### config.mk
export PLATFORM = sky130hd
export DESIGN_NAME = instruction_fetch
export DESIGN_NICKNAME = d
export VERILOG_FILES = /design/src/rtl/instruction_fetch.sv
export SDC_FILE = /design/constraint.sdc
export NUM_CORES = 1
export LEC_CHECK = 0
export BUFFER_PORTS_ARGS = -buffer_cell sky130_fd_sc_hd__buf_2
export CORE_ASPECT_RATIO = 0.75
export CORE_MARGIN = 2
export CORE_UTILIZATION = 25
export CTS_BUF_LIST = sky130_fd_sc_hd__clkbuf_2 sky130_fd_sc_hd__clkbuf_4 sky130_fd_sc_hd__clkbuf_8
export DETAILED_ROUTE_END_ITERATION = 8
export SETUP_SLACK_MARGIN = 0.2
export SLEW_MARGIN = 10
export SYNTH_ARGS = -nofsm -noshare
export SYNTH_HDL_FRONTEND = slang
export SYNTH_SLANG_ARGS = --single-unit
### constraint.sdc
create_clock -name clk -period 8.15 [get_ports clk]
set_clock_uncertainty 0.1 [all_clocks]
set_input_delay 2.0375 -clock clk [delete_from_list [all_inputs] [get_ports clk]]
set_output_delay 2.0375 -clock clk [all_outputs]
set_load 0.005 [all_outputs]
### src/rtl/instruction_fetch.sv
// Instruction fetch unit: single-outstanding bus reads feeding a 2-entry prefetch FIFO,
// with redirect flush and a DISCARD state that drains a read already in flight.
module instruction_fetch #(
    parameter logic [31:0] RESET_VECTOR = 32'h0000_0000
) (
    input  logic        clk,
    input  logic        reset,
    output logic [31:0] busAddress,
    output logic        busReadEnable,
    input  logic        busReady,
    input  logic [31:0] busDataIn,
    output logic        instrValid,
    output logic [31:0] instrData,
    output logic [31:0] instrPC,
    input  logic        instrReady,
    input  logic        redirect,
    input  logic [31:0] redirectAddress
);

    typedef enum logic {S_REQ, S_DISCARD} state_t;

    typedef struct packed {
        logic [31:0] word;
        logic [31:0] pc;
    } entry_t;

    state_t          state_q, state_d;
    logic [31:0]     fetch_addr_q, fetch_addr_d;
    logic [31:0]     bus_addr_q, bus_addr_d;
    logic            bus_re_q, bus_re_d;
    entry_t [1:0]    ent_q, ent_d;
    logic [1:0]      count_q, count_d;

    logic            capture, hold, push, pop;
    logic [1:0]      slot;
    logic [31:0]     redir_aligned;

    assign redir_aligned = {redirectAddress[31:2], 2'b00};
    assign capture       = bus_re_q && busReady;
    assign hold          = bus_re_q && !busReady;
    // Redirect overrides both ends of the FIFO in the same cycle.
    assign pop           = (count_q != 2'd0) && instrReady && !redirect;
    assign push          = capture && (state_q == S_REQ) && !redirect;
    assign slot          = count_q - {1'b0, pop};

    always_ff @(posedge clk or posedge reset) begin
        if (reset) begin
            state_q <= S_REQ;
        end else begin
            state_q <= state_d;
        end
    end

    always_comb begin
        state_d = state_q;
        case (state_q)
            S_REQ:     if (redirect && hold) state_d = S_DISCARD;
            S_DISCARD: if (busReady)         state_d = S_REQ;
            default:   state_d = S_REQ;
        endcase
    end

    always_comb begin
        fetch_addr_d = fetch_addr_q;
        count_d      = count_q;
        ent_d        = ent_q;
        if (redirect) begin
            fetch_addr_d = redir_aligned;
            count_d      = 2'd0;
        end else begin
            if (pop) ent_d[0] = ent_q[1];
            if (push) begin
                ent_d[slot[0]] = '{word: busDataIn, pc: bus_addr_q};
                fetch_addr_d   = fetch_addr_q + 32'd4;
            end
            count_d = count_q + {1'b0, push} - {1'b0, pop};
        end
    end

    // A pending read freezes the bus; otherwise issue whenever the FIFO will have room.
    always_comb begin
        bus_re_d   = bus_re_q;
        bus_addr_d = bus_addr_q;
        if (!hold) begin
            bus_re_d   = (count_d != 2'd2);
            bus_addr_d = fetch_addr_d;
        end
    end

    always_ff @(posedge clk or posedge reset) begin
        if (reset) begin
            fetch_addr_q <= RESET_VECTOR;
            bus_addr_q   <= RESET_VECTOR;
            bus_re_q     <= 1'b0;
            count_q      <= 2'd0;
            ent_q        <= '0;
        end else begin
            fetch_addr_q <= fetch_addr_d;
            bus_addr_q   <= bus_addr_d;
            bus_re_q     <= bus_re_d;
            count_q      <= count_d;
            ent_q        <= ent_d;
        end
    end

    assign busAddress    = bus_addr_q;
    assign busReadEnable = bus_re_q;
    assign instrValid    = (count_q != 2'd0);
    assign instrData     = ent_q[0].word;
    assign instrPC       = ent_q[0].pc;

endmodule

==> summary.md <==
| Metric | Value |
|---|---|
| Status | `finished, final reports clean` |
| TritonCTS Buffers | `17` |
| Post-route antenna net violation count | `0` |
| Routed WL | `22200 um` |
| Setup slack, reg-to-reg | `between 5000 and 6000 ps` |
| Number of synthesized register bits | `196` |
| Drt via density | `about 4.4` |
| Die area | `38000 um2` |
| Total power | `between 2000 and 3000 uW` |
| Min Clock Period, post-route | `4030 ps` |
| CTS HTree Levels | `4` |
| Peak VDD IR | `about 0.11 mV` |
| Tot GR Track Use | `roughly an eighth` |
| Max_cap viols | `0` |
| Via count | `approximately 5900` |
| Clk_lat worst skew | `about 480 ps` |
| Cell Area, Synth | `~9100 um2` |
| Unrepaired setup endpoints after global routing | `no` |
| Startpoint Class | `input pin` |
| P per Cell Area | `approximately 270 nW/um2` |
| Mean area per synthesized cell | `approximately 11 um2` |
| CTS Sinks | `~200` |
| Pin count of the biggest net entering global routing | `140` |
| Final period util | `49.4%` |
| TritonCTS clock tree | `yes` |
| Top-area cell type share of the netlist area | `53.8%` |
| Leak pwr | `around 0.0046 uW` |
| Yosys cell types | `43` |
| Post CTS Setup Buffer Count | `0` |
| Synthesized net count | `between 800 and 900` |
| Mapped Cells | `around 800` |
| Die width | `about 220 um` |
| Hold depth | `2` |
| Share of flip-flops with an asynchronous set or reset | `100%` |
| Max stage delay on crit path | `800 ps` |
| Hold WC Path Type | `reg2reg` |
| Port Buffer Count | `164` |
| IO Pins | `167` |
| Seq/Total Area, Yosys | `a little over half` |
| Worst path bufs/invs | `2` |
| Largest area contributor in the synthesized netlist | `dfrtp_1` |
| Total grt overflow | `0` |
| Starting Density | `25.4%` |
| CP Class | `in2reg` |
| Vias in the first global route | `5724` |
| Cell depth of the worst flop-to-flop path | `5` |
| Root Buffer | `clkbuf_8` |
| Clk pin slew, worst setup/hold paths | `110 ps` |
| CTS Buffer Depth | `2` |
| CP Max Fanout | `40` |
| R2r startpoint | `busReadEnable` |
| Hold Startpoint | `state_q` |
| # resized after CTS | `0` |
| Nature of the critical path endpoint | `register` |
| WP data required | `8360 ps` |
| Layout Nets | `945` |
| Tightest Pin Transition | `just over 1000 ps` |
| Top post-synthesis cells by area | `dfrtp_1 (54%), mux2_2 (10%), mux2i_1 (7.2%), buf_4 (5.3%), a21oi_1 (3.8%)` |
| Hold Crit Endpoint | `state_q` |
| Post-synth EDFFs | `0` |
| Total Neg Setup Slack | `0 ps` |
| Rows | `60` |
| Hold Vio Cnt, Final | `0` |
| Post-route DRC | `0` |
| Relative slew slack | `32.1%` |
| Max Clock Freq | `~250 MHz` |
| Final setup fails | `0` |
| Dpl hpwl | `15000 um` |
| Ys flop type | `dfrtp_1` |
| Top cell types by occurrence after synthesis | `dfrtp_1 (196), mux2_2 (84), nor2_1 (81)` |
| Global-route wire length before repair | `34400 um` |
| Slew Limit Fails | `0` |
| Synthesis-to-finish area growth | `12.7%` |
| Initial DRC count | `between 300 and 400` |
| Share of cells above drive strength 1 | `between 30% and 40%` |
| DR WL/cell | `16.4 um` |
| Die Span Y | `169 um` |
| Core area | `roughly 36000 um2` |
| GP Congestion | `approximately 0.76` |
| Initial antenna violation count | `5` |
| Slowest cell on the critical path | `and3b_4` |
| Initial DRT Pass Iterations | `4` |
| CP Cell Sequence | `buf_2, and3b_4, buf_4, mux2i_1, a21oi_1` |
| Ys Warns | `0` |
| Most frequent cell after synthesis | `dfrtp_1` |
| Crit-path leading delay family | `buffers and inverters` |
| Reg-to-reg endpoint | `ent_q[113]` |
| Hold buffer count at CTS | `0` |
| Crit path DAT | `around 4200 ps` |
==> cells in the final DEF, fill, tap and decap left out, drive strengths merged, types with 4 or more instances in the layout <==
master  synthesis  routed
a221o          16      16
dfrtp         196     196
nand4          10      10
and3           19      19
nand2          35      35
nor2           81      81
mux2i          66      66
inv             4      11
nor3            6       6
xnor2          17      17
clkinv          0       4
o31ai           5       5
nor2b           9       9
clkbuf         34      19
nor4            7       7
buf            78     171
mux2           85      85
xor2            9       9
nand3          12      12
a21oi          70      70
o21ai          10      10
==> how the worst max path moves through the flow <==
stage,from,to,slack [ps],cells past startpoint
2_1_floorplan,reset,busAddress[0],670,1
3_3_place_gp,redirect,instrData[0],3610,5
3_5_place_dp,redirect,instrData[11],3590,5
4_1_cts,redirect,instrData[10],4130,5
5_1_grt,redirect,instrData[1],3970,6
6_report,redirect,instrData[10],4120,5
==> cell families (layout without fill, tap and decap cells) <==
| group | after synthesis | count (layout) | share of synthesized area [%] |
|---|---|---|---|
| buf+inv | 116 | 207 | 7.92 |
| simple gates | 196 | 196 | 10.5 |
| mux | 151 | 151 | 17.8 |
| xor+xnor | 26 | 26 | 2.50 |
| other cells | 0 | 1 | 0 |
| fa+ha+maj | 3 | 3 | 0.412 |
| compound gates | 107 | 107 | 7.11 |
| flops | 196 | 196 | 53.8 |
==> flip-flops by register name (all words and copies together) (netlist names) <==
| register | flops |
|---|---|
| ent_q | 64 |
| state_q | 1 |
| count_q | 2 |
| busReadEnable | 1 |
| instrPC | 32 |
| busAddress | 32 |
| fetch_addr_q | 32 |
| instrData | 32 |
==> stage by stage <==
step	utilization (%)	hold WS [ps]	setup WS, ps	instances	area [um2]
6_report	28.6	409	4120	1352	10300
4_1_cts	28.6	417	4130	1351	10300
5_1_grt	28.6	434	3970	1351	10300
3_5_place_dp	27.6	389	3590	1319	9900
2_1_floorplan	-	363	672	795	9120
3_3_place_gp	27.6	378	3610	1319	9900
==> report_power, final <==
part,internal [uW],total (uW),switching [uW]
sequential,1270,1460,184
combinational,371,683,312
clock,238,617,380
==> cell type report <==
type / count / area [um2]
inverter: 4 / 22.5
timing repair buffer: 171 / 873
fill: 3741 / 25600
antenna: 1 / 2.50
clock buffer: 19 / 262
clock inverter: 13 / 111
tap: 465 / 582
multi-input combinational: 483 / 3520
sequential: 196 / 4900
==> worst reg2reg max path, cell delays in order (launching register included) <==
cell and delay [ps]:
dfrtp_1 470, nand3b_4 190, or2_2 370, nor2_4 100, buf_4 730, mux2_2 500
==> layer usage <==
metal	vias to the layer above	routed length, um	track usage, %
li1	2872	-	-
met1	2914	11100	16.7
met2	115	9620	17.6
met3	22	1160	3.83
met4	8	299	3.28
met5	-	38	0
(Power assumes the default switching activity.)
